$ cat src/rtl/dcache_refill_unit.sv
// dcache_refill_unit
//   Services read/write misses from the dCache controller by fetching one
//   cache block from memory as a burst of BEATS beats. It then presents the
//   assembled block on the cache write port for one cycle.
//
// Ports
//   clk, rst                 clock, synchronous active-high reset
//   read_repair_request      read-miss request      (missed_raddr)
//   write_repair_request     write-miss request     (missed_waddr)
//   read/write_repair_req_acq  one-cycle accept pulse, read has priority
//   mem_req_*                burst-read request (valid/ready/addr)
//   mem_rsp_*                response beats (valid/data/last)
//   refill_addr/data/mask    block handed to the cache, valid with repair_resolved
//   busy                     high in every state except IDLE
//   proto_err                sticky: mem_rsp_last disagreed with the beat count
//   refill_count             completed refills, saturating
module dcache_refill_unit #(
  parameter int BLOCK_BITS = 1024,
  parameter int BEAT_BITS  = 32,
  parameter int BEATS      = BLOCK_BITS / BEAT_BITS
) (
  input  logic                    clk,
  input  logic                    rst,
  input  logic                    read_repair_request,
  input  logic [31:0]             missed_raddr,
  output logic                    read_repair_req_acq,
  input  logic                    write_repair_request,
  input  logic [31:0]             missed_waddr,
  output logic                    write_repair_req_acq,
  output logic                    repair_resolved,
  output logic [31:0]             refill_addr,
  output logic [BLOCK_BITS-1:0]   refill_data,
  output logic [BLOCK_BITS/8-1:0] refill_mask,
  output logic                    mem_req_valid,
  input  logic                    mem_req_ready,
  output logic [31:0]             mem_req_addr,
  input  logic                    mem_rsp_valid,
  input  logic [BEAT_BITS-1:0]    mem_rsp_data,
  input  logic                    mem_rsp_last,
  output logic                    busy,
  output logic                    proto_err,
  output logic [15:0]             refill_count
);

  localparam int          CNT_W    = $clog2(BEATS);
  // Clears the byte offset within a block
  localparam logic [31:0] BLK_MASK = ~32'((BLOCK_BITS / 8) - 1);

  typedef enum logic [1:0] {S_IDLE, S_REQ, S_FILL, S_DONE} state_t;

  state_t                  r_state, w_state_nxt;
  logic [CNT_W-1:0]        r_beat;
  logic [31:0]             r_addr, r_refill_addr;
  logic [BLOCK_BITS-1:0]   r_data;
  logic [BLOCK_BITS/8-1:0] r_mask;
  logic                    r_rd_acq, r_wr_acq, r_err;
  logic [15:0]             r_refill_count;
  logic                    w_take_rd, w_take_wr, w_beat, w_last_beat;

  always_comb begin
    w_state_nxt = r_state;
    w_take_rd   = 1'b0;
    w_take_wr   = 1'b0;
    w_beat      = 1'b0;
    w_last_beat = (r_beat == CNT_W'(BEATS - 1));
    case (r_state)
      S_IDLE: begin
        // Read wins a tie; the write stays pending and is seen again after DONE
        if (read_repair_request) begin
          w_take_rd   = 1'b1;
          w_state_nxt = S_REQ;
        end else if (write_repair_request) begin
          w_take_wr   = 1'b1;
          w_state_nxt = S_REQ;
        end
      end
      S_REQ:  if (mem_req_ready) w_state_nxt = S_FILL;
      S_FILL: begin
        // Only beats seen in FILL are consumed; strays elsewhere are dropped
        w_beat = mem_rsp_valid;
        if (mem_rsp_valid && w_last_beat) w_state_nxt = S_DONE;
      end
      S_DONE:  w_state_nxt = S_IDLE;
      default: w_state_nxt = S_IDLE;
    endcase
  end

  always_ff @(posedge clk) begin
    if (rst) begin
      r_state        <= S_IDLE;
      r_beat         <= '0;
      r_addr         <= '0;
      r_refill_addr  <= '0;
      r_data         <= '0;
      r_mask         <= '0;
      r_rd_acq       <= 1'b0;
      r_wr_acq       <= 1'b0;
      r_err          <= 1'b0;
      r_refill_count <= '0;
    end else begin
      r_state  <= w_state_nxt;
      r_rd_acq <= w_take_rd;
      r_wr_acq <= w_take_wr;
      if (w_take_rd) r_addr <= missed_raddr & BLK_MASK;
      if (w_take_wr) r_addr <= missed_waddr & BLK_MASK;
      if (w_beat) begin
        r_data[r_beat*BEAT_BITS +: BEAT_BITS] <= mem_rsp_data;
        r_beat <= r_beat + 1'b1;  // wraps to 0 after the final beat
        if (mem_rsp_last != w_last_beat) r_err <= 1'b1;
      end
      // Address is published with the block and held until the next refill
      if (w_state_nxt == S_DONE) r_refill_addr <= r_addr;
      r_mask <= (w_state_nxt == S_DONE) ? '1 : '0;
      if (r_state == S_DONE && r_refill_count != 16'hFFFF)
        r_refill_count <= r_refill_count + 16'd1;
    end
  end

  assign read_repair_req_acq  = r_rd_acq;
  assign write_repair_req_acq = r_wr_acq;
  assign repair_resolved      = (r_state == S_DONE);
  assign refill_addr          = r_refill_addr;
  assign refill_data          = r_data;
  assign refill_mask          = r_mask;
  assign mem_req_valid        = (r_state == S_REQ);
  assign mem_req_addr         = r_addr;
  assign busy                 = (r_state != S_IDLE);
  assign proto_err            = r_err;
  assign refill_count         = r_refill_count;

endmodule

$ cat config.mk
export PLATFORM = sky130hd
export DESIGN_NAME = dcache_refill_unit
export DESIGN_NICKNAME = d
export VERILOG_FILES = /design/src/rtl/dcache_refill_unit.sv
export SDC_FILE = /design/constraint.sdc
export NUM_CORES = 2
export LEC_CHECK = 0
export CAP_MARGIN = 20
export CORE_AREA = 8 8 522 524
export CTS_CLUSTER_SIZE = 30
export DETAILED_ROUTE_END_ITERATION = 10
export DIE_AREA = 0 0 530 532
export PLACE_DENSITY = 0.4
export SETUP_SLACK_MARGIN = 0.3
export SLEW_MARGIN = 10
export SYNTH_ARGS = -nofsm -noshare
export SYNTH_HDL_FRONTEND = slang
export SYNTH_SLANG_ARGS = --single-unit
$ cat constraint.sdc
create_clock -name clk -period 5.01 [get_ports clk]
set_input_delay 1.002 -clock clk [delete_from_list [all_inputs] [get_ports clk]]
set_output_delay 1.002 -clock clk [all_outputs]
set_load 0.03 [all_outputs]
# Word level (Yosys, flattened, before mapping)
# Cells that the tools add are included.
# op_classes
n_reduce_logical	6
addsub	3
muxes	15
shift	2
eq_ne	7
# ops
op	count
1024-bit bitwise mux	1
32-bit by 34-bit variable shift with 1024-bit output, first input constant	1
32-bit by 34-bit indexed part select with 1024-bit output	1
128-bit two-way mux	1
32-bit two-way mux	2
10-bit negator with 34-bit output	1
16-bit by 1-bit adder with 16-bit output, second input constant	1
16-bit != test, second input constant	1
2-bit two-way mux	4
2-bit one-hot mux with 4 select lines	1
2-bit equality test, second input constant	3
1-bit two-way mux	6
5-bit by 1-bit adder with 5-bit output, second input constant	1
5-bit equality test, second input constant	1
2-bit nonzero test	2
2-bit by 1-bit equality test with 1-bit output, second input constant	1
1-bit logical AND	2
2-bit zero test	1
2-bit AND reduction	1
1-bit != test	1
# totals
in_bits	103
ff_bits	1228
output_inout_bits	1238

# Longest topological paths before layout
# logic_depth
word_depth	6
ltp_mapped	16
mapped_depth_nobuf	9

# Worst setup path before layout
# No wires, ideal clock.
# synth_timing
path_kind	reg-to-output
startpoint	register, netlist name refill_mask[126]
endpoint	output port refill_mask[100]
stages_incl_launch_ff	2
setup_slack_ns	1.028
arrival_ns	2.980
n_path_buf	1
cell_sequence	dfxtp_1 buf_4
# synth_lines
element	line	rtl
end, declared	33	output logic [BLOCK_BITS/8-1:0] refill_mask,

# Final worst setup path
# layout_timing
startpoint	register r_beat[0]
endpoint	register r_data[714] (netlist: refill_data[714])
# layout_via
elab_chain_len	3
word_cells_on_any_way	4
classes_between	1 x add/sub; 2 x shift; 1 x mux
# layout_lines
element	line	rtl
start, declared	52	logic [CNT_W-1:0] r_beat;
start signal, assigned	108	r_beat <= r_beat + 1'b1;
10-bit negator with 34-bit output *	107	r_data[r_beat*BEAT_BITS +: BEAT_BITS] <= mem_rsp_data;
32-bit by 34-bit indexed part select with 1024-bit output or 32-bit by 34-bit variable shift with 1024-bit output (tied branches)	107	
1024-bit bitwise mux *	107	
end signal, assigned by index	107	
end, declared	54	logic [BLOCK_BITS-1:0] r_data;
# Mark *: on every way between the ends. The rest lies on a longest branch, timed or not.
# A chain may end at the register's enable or synchronous reset.

==> qor.csv <==
metric,value,unit
Resized Gates After CTS,0,
Cell variety after synth,62,
TritonCTS clock tree,built,
LEAKAGE,20.31,nW
initial drt markers,3305,
Synth warnings,0,
sequential-to-total area share from yosys stat,0.5057,
# fillers,28720,
Clk network pwr share,0.510,
Die Y,532,um
nets@finish,6217,
cell family with most CP delay,simple AND/OR/NAND/NOR gates,
Seq pwr share,0.426,
synthesis-stage register bit count,1101,
Worst Path Arrival,4.70,ns
CP startpoint kind,flip-flop,
Clock Pin Slew Worst Setup and Hold Paths,0.05,ns
Max Cap Viol,0,
post-DP HPWL,196000,um
worst hold path type,flip-flop to flip-flop,
status,"complete, no violations",
initial antenna violation count,30,
"Cell Chain, Critical Path",buf_4 -> inv_1 -> ha_1 -> nor3b_1 -> ha_2 -> and4bb_2 -> o211ai_1 -> or4_2 -> nand2_1 -> a21oi_1,
Max stage delay on crit path,1.10,ns
total grt overflow,0,
Layout Skew,0.03047,ns
Post-Syn Area,43580,um2
clock latency at the later pin of the worst-skew pair,0.77,ns
core area,263900,um2
final setup fails,0,
worst relative slew slack,0.03538,
Tightest Pin Transition,1.447,ns
full die area,282000,um2
Starting Density,0.1651,
Comb power frac,0.064,
vias per cell,4.320,
vias in the first global route,40540,
antenna-violating nets left,0,
WS Path Type,flip-flop to flip-flop,
slowest cell on the critical path,or4_2,
Final Max Slew Viols,0,
Total Wirelength,280300,um
Crit Path Max Fanout,32,
fin crit share,0.8199,
RSZ-0062 raised after global routing,false,
worst vdd rail ir drop,0.0003092,V
area added between synthesis and finish,46.89,%
cell area after layout,64020,um2
Register Area,22040,um2
IO buf count,1312,
DRC viols,0,
first-pass GRT wire length,370100,um
Total Routing Usage GR,0.1869,
buffer and inverter count on the worst path,2,
I/O pin count,1341,
number of synthesized flops with an enable pin,0,
# clock sinks,1101,
pwr dens,323.5,nW/um2
first drt pass iteration count,5,
synthesized instance count,5176,
CP required,5.60,ns
RePlAce Congestion,0.8348,
layout cells sized above 1,0.07412,
CTS Buf Count,144,
worst-case clock buffer depth,3,
hold_buf cts,0,
Routed WL per cell,28.70,um
DIE WIDTH,530,um
Syn Area/Cell,8.420,um2
minimum clock period,4.108,ns
Pint,15.37,mW
Sw Share,0.2578,
sw power,5.338,mW
critical path endpoint category,flip-flop,
Post-CTS Setup Bufs,0,
Fin. Hold Viols,0,
cell taking the most area after synthesis,dfxtp_1,
via count,42190,
Post-synth top flop,dfxtp_1,
TNS Setup,0,ns
largest net degree at the start of global routing,210,
"Cell Area, Placed",59200,um2
asr flop ratio synth,0,
Achievable Freq,243.5,MHz
synth top area cells,"dfxtp_1, nand3b_1, nand2_1, o21ai_0, nand3_1",
H-tree depth,4,
Yosys top cell area share,0.5057,
footprint of the multi-input gates,18650,um2
# rows,189,
clk root buf,clkbuf_16,
==> metal layers <==
| metal | vias up | GRT usage | part of all wire |
|---|---|---|---|
| li1 | 19450 | - | - |
| met1 | 20710 | 0.2199 | 0.40 |
| met5 | - | 0 | 0.000046 |
| met2 | 1738 | 0.3153 | 0.47 |
| met3 | 284 | 0.07152 | 0.098 |
| met4 | 2 | 0.05431 | 0.031 |
==> state kept, by name, indices dropped and copies added, names as in the netlist <==
register              count
mem_req_addr             25
proto_err                 1
r_beat                    5
r_state                   2
read_repair_req_acq       1
refill_addr              25
refill_count             16
refill_data            1024
refill_mask               1
write_repair_req_acq      1
==> power by group through the flow <==
stage	Combinational, mW	Clock [mW]	Sequential (mW)
after floorplan	0.642	0	9.05
after global placement	1.35	0	9.01
after detailed placement	1.35	0	9.02
after CTS	1.35	10.9	8.82
after global routing	1.37	11.2	8.82
final	1.32	10.6	8.83
==> cell usage after synthesis (5+ instances only) <==
library cell  number
nor3_1             7
buf_1             23
a21oi_1          341
mux2i_1           19
nand4_1           53
nand2_1          918
buf_2             94
o221ai_1          25
o31ai_1           72
nor4_2            13
clkbuf_1         393
xnor2_1            9
ha_1               5
or2_2              8
nand2b_1         133
o21ai_0          447
nand3b_1         600
o21ai_1          119
nor2b_1            7
or4_1             14
xor2_1             6
nor2_1           153
nor4_1             7
inv_1              5
nand3_1          392
buf_4            151
dfxtp_1         1101
==> worst reg2reg max path: stages (launching register included) <==
cell and delay (ns):
dfxtp_1 0.29, buf_4 0.20, inv_1 0.09, ha_1 0.45
nor3b_1 0.33, ha_2 0.45, and4bb_2 0.43, o211ai_1 0.26
or4_2 1.11, nand2_1 0.26, a21oi_1 0.08
==> layout by cell type, fill, tap and decap left out, types with 7 or more instances in the layout <==
cell / count
nor4_4: 10
nand4_1: 53
nor2_1: 145
o21ai_1: 117
diode_2: 11
mux2i_1: 19
clkbuf_1: 33
o21ai_0: 447
nand3_1: 392
buf_12: 8
a21oi_1: 339
xnor2_1: 9
nand3b_1: 600
nand2_1: 918
o221ai_1: 25
dfxtp_1: 1100
clkinv_2: 21
buf_4: 135
buf_2: 16
clkbuf_16: 148
nor2_4: 7
or4_2: 10
nand2b_1: 132
o31ai_1: 72
conb_1: 14
clkbuf_8: 32
nor4_2: 9
clkdlybuf4s50_1: 1279
==> per-stage QoR <==
| step | power, mW | hold slack (ns) | worst slack (ns) | utilization | instances |
|---|---|---|---|---|---|
| CTS | 21.08 | 0.4498 | 0.9007 | 0.2424 | 9752 |
| finish | 20.71 | 0.4477 | 0.9024 | 0.2426 | 9764 |
| floorplan | 9.697 | 0.5715 | 1.028 | - | 5189 |
| global placement | 10.37 | 0.4383 | 0.9129 | 0.2242 | 9492 |
| detailed placement | 10.37 | 0.4428 | 0.9167 | 0.2243 | 9495 |
| global route | 21.44 | 0.4648 | 0.6104 | 0.2425 | 9755 |
==> kinds of logic (layout without fill, tap and decap cells) <==
family                   after synthesis  in the layout  share of synthesized area
other                                  1             25                 0.00008605
AND/OR/NAND/NOR                     2338           2338                     0.2845
AO/OA/AOI/OAI                       1025           1025                     0.1263
flip-flops                          1101           1101                     0.5057
XOR/XNOR                              16             16                   0.003388
buffers and inverters                671           1702                    0.07421
adder cells (fa/ha/maj)                5              5                   0.001435
multiplexers                          19             19                   0.004364
==> path summary, 6_finish.rpt <==
kind / startpoint / slack [ns] / to / cells past startpoint
min: refill_data[396]$_SDFFE_PP0P_ / 0.45 / refill_data[396]$_SDFFE_PP0P_ / 2
max: r_beat[0]$_SDFFE_PP0P_ / 0.90 / refill_data[714]$_SDFFE_PP0P_ / 10
max reg2reg: r_beat[0]$_SDFFE_PP0P_ / 0.90 / refill_data[714]$_SDFFE_PP0P_ / 10
min reg2reg: refill_data[396]$_SDFFE_PP0P_ / 0.45 / refill_data[396]$_SDFFE_PP0P_ / 2
==> final cells by class <==
class	count	share of cell area
repair buffers	1440	0.2200
inverters	5	0.0002932
multi-input cells	3417	0.2913
diodes	11	0.0004300
well taps	3533	0.06905
flip-flops and latches	1101	0.3444
clock inverters	44	0.007877
clock buffers	213	0.06667
No activity file was read; power rests on OpenSTA's default activity.
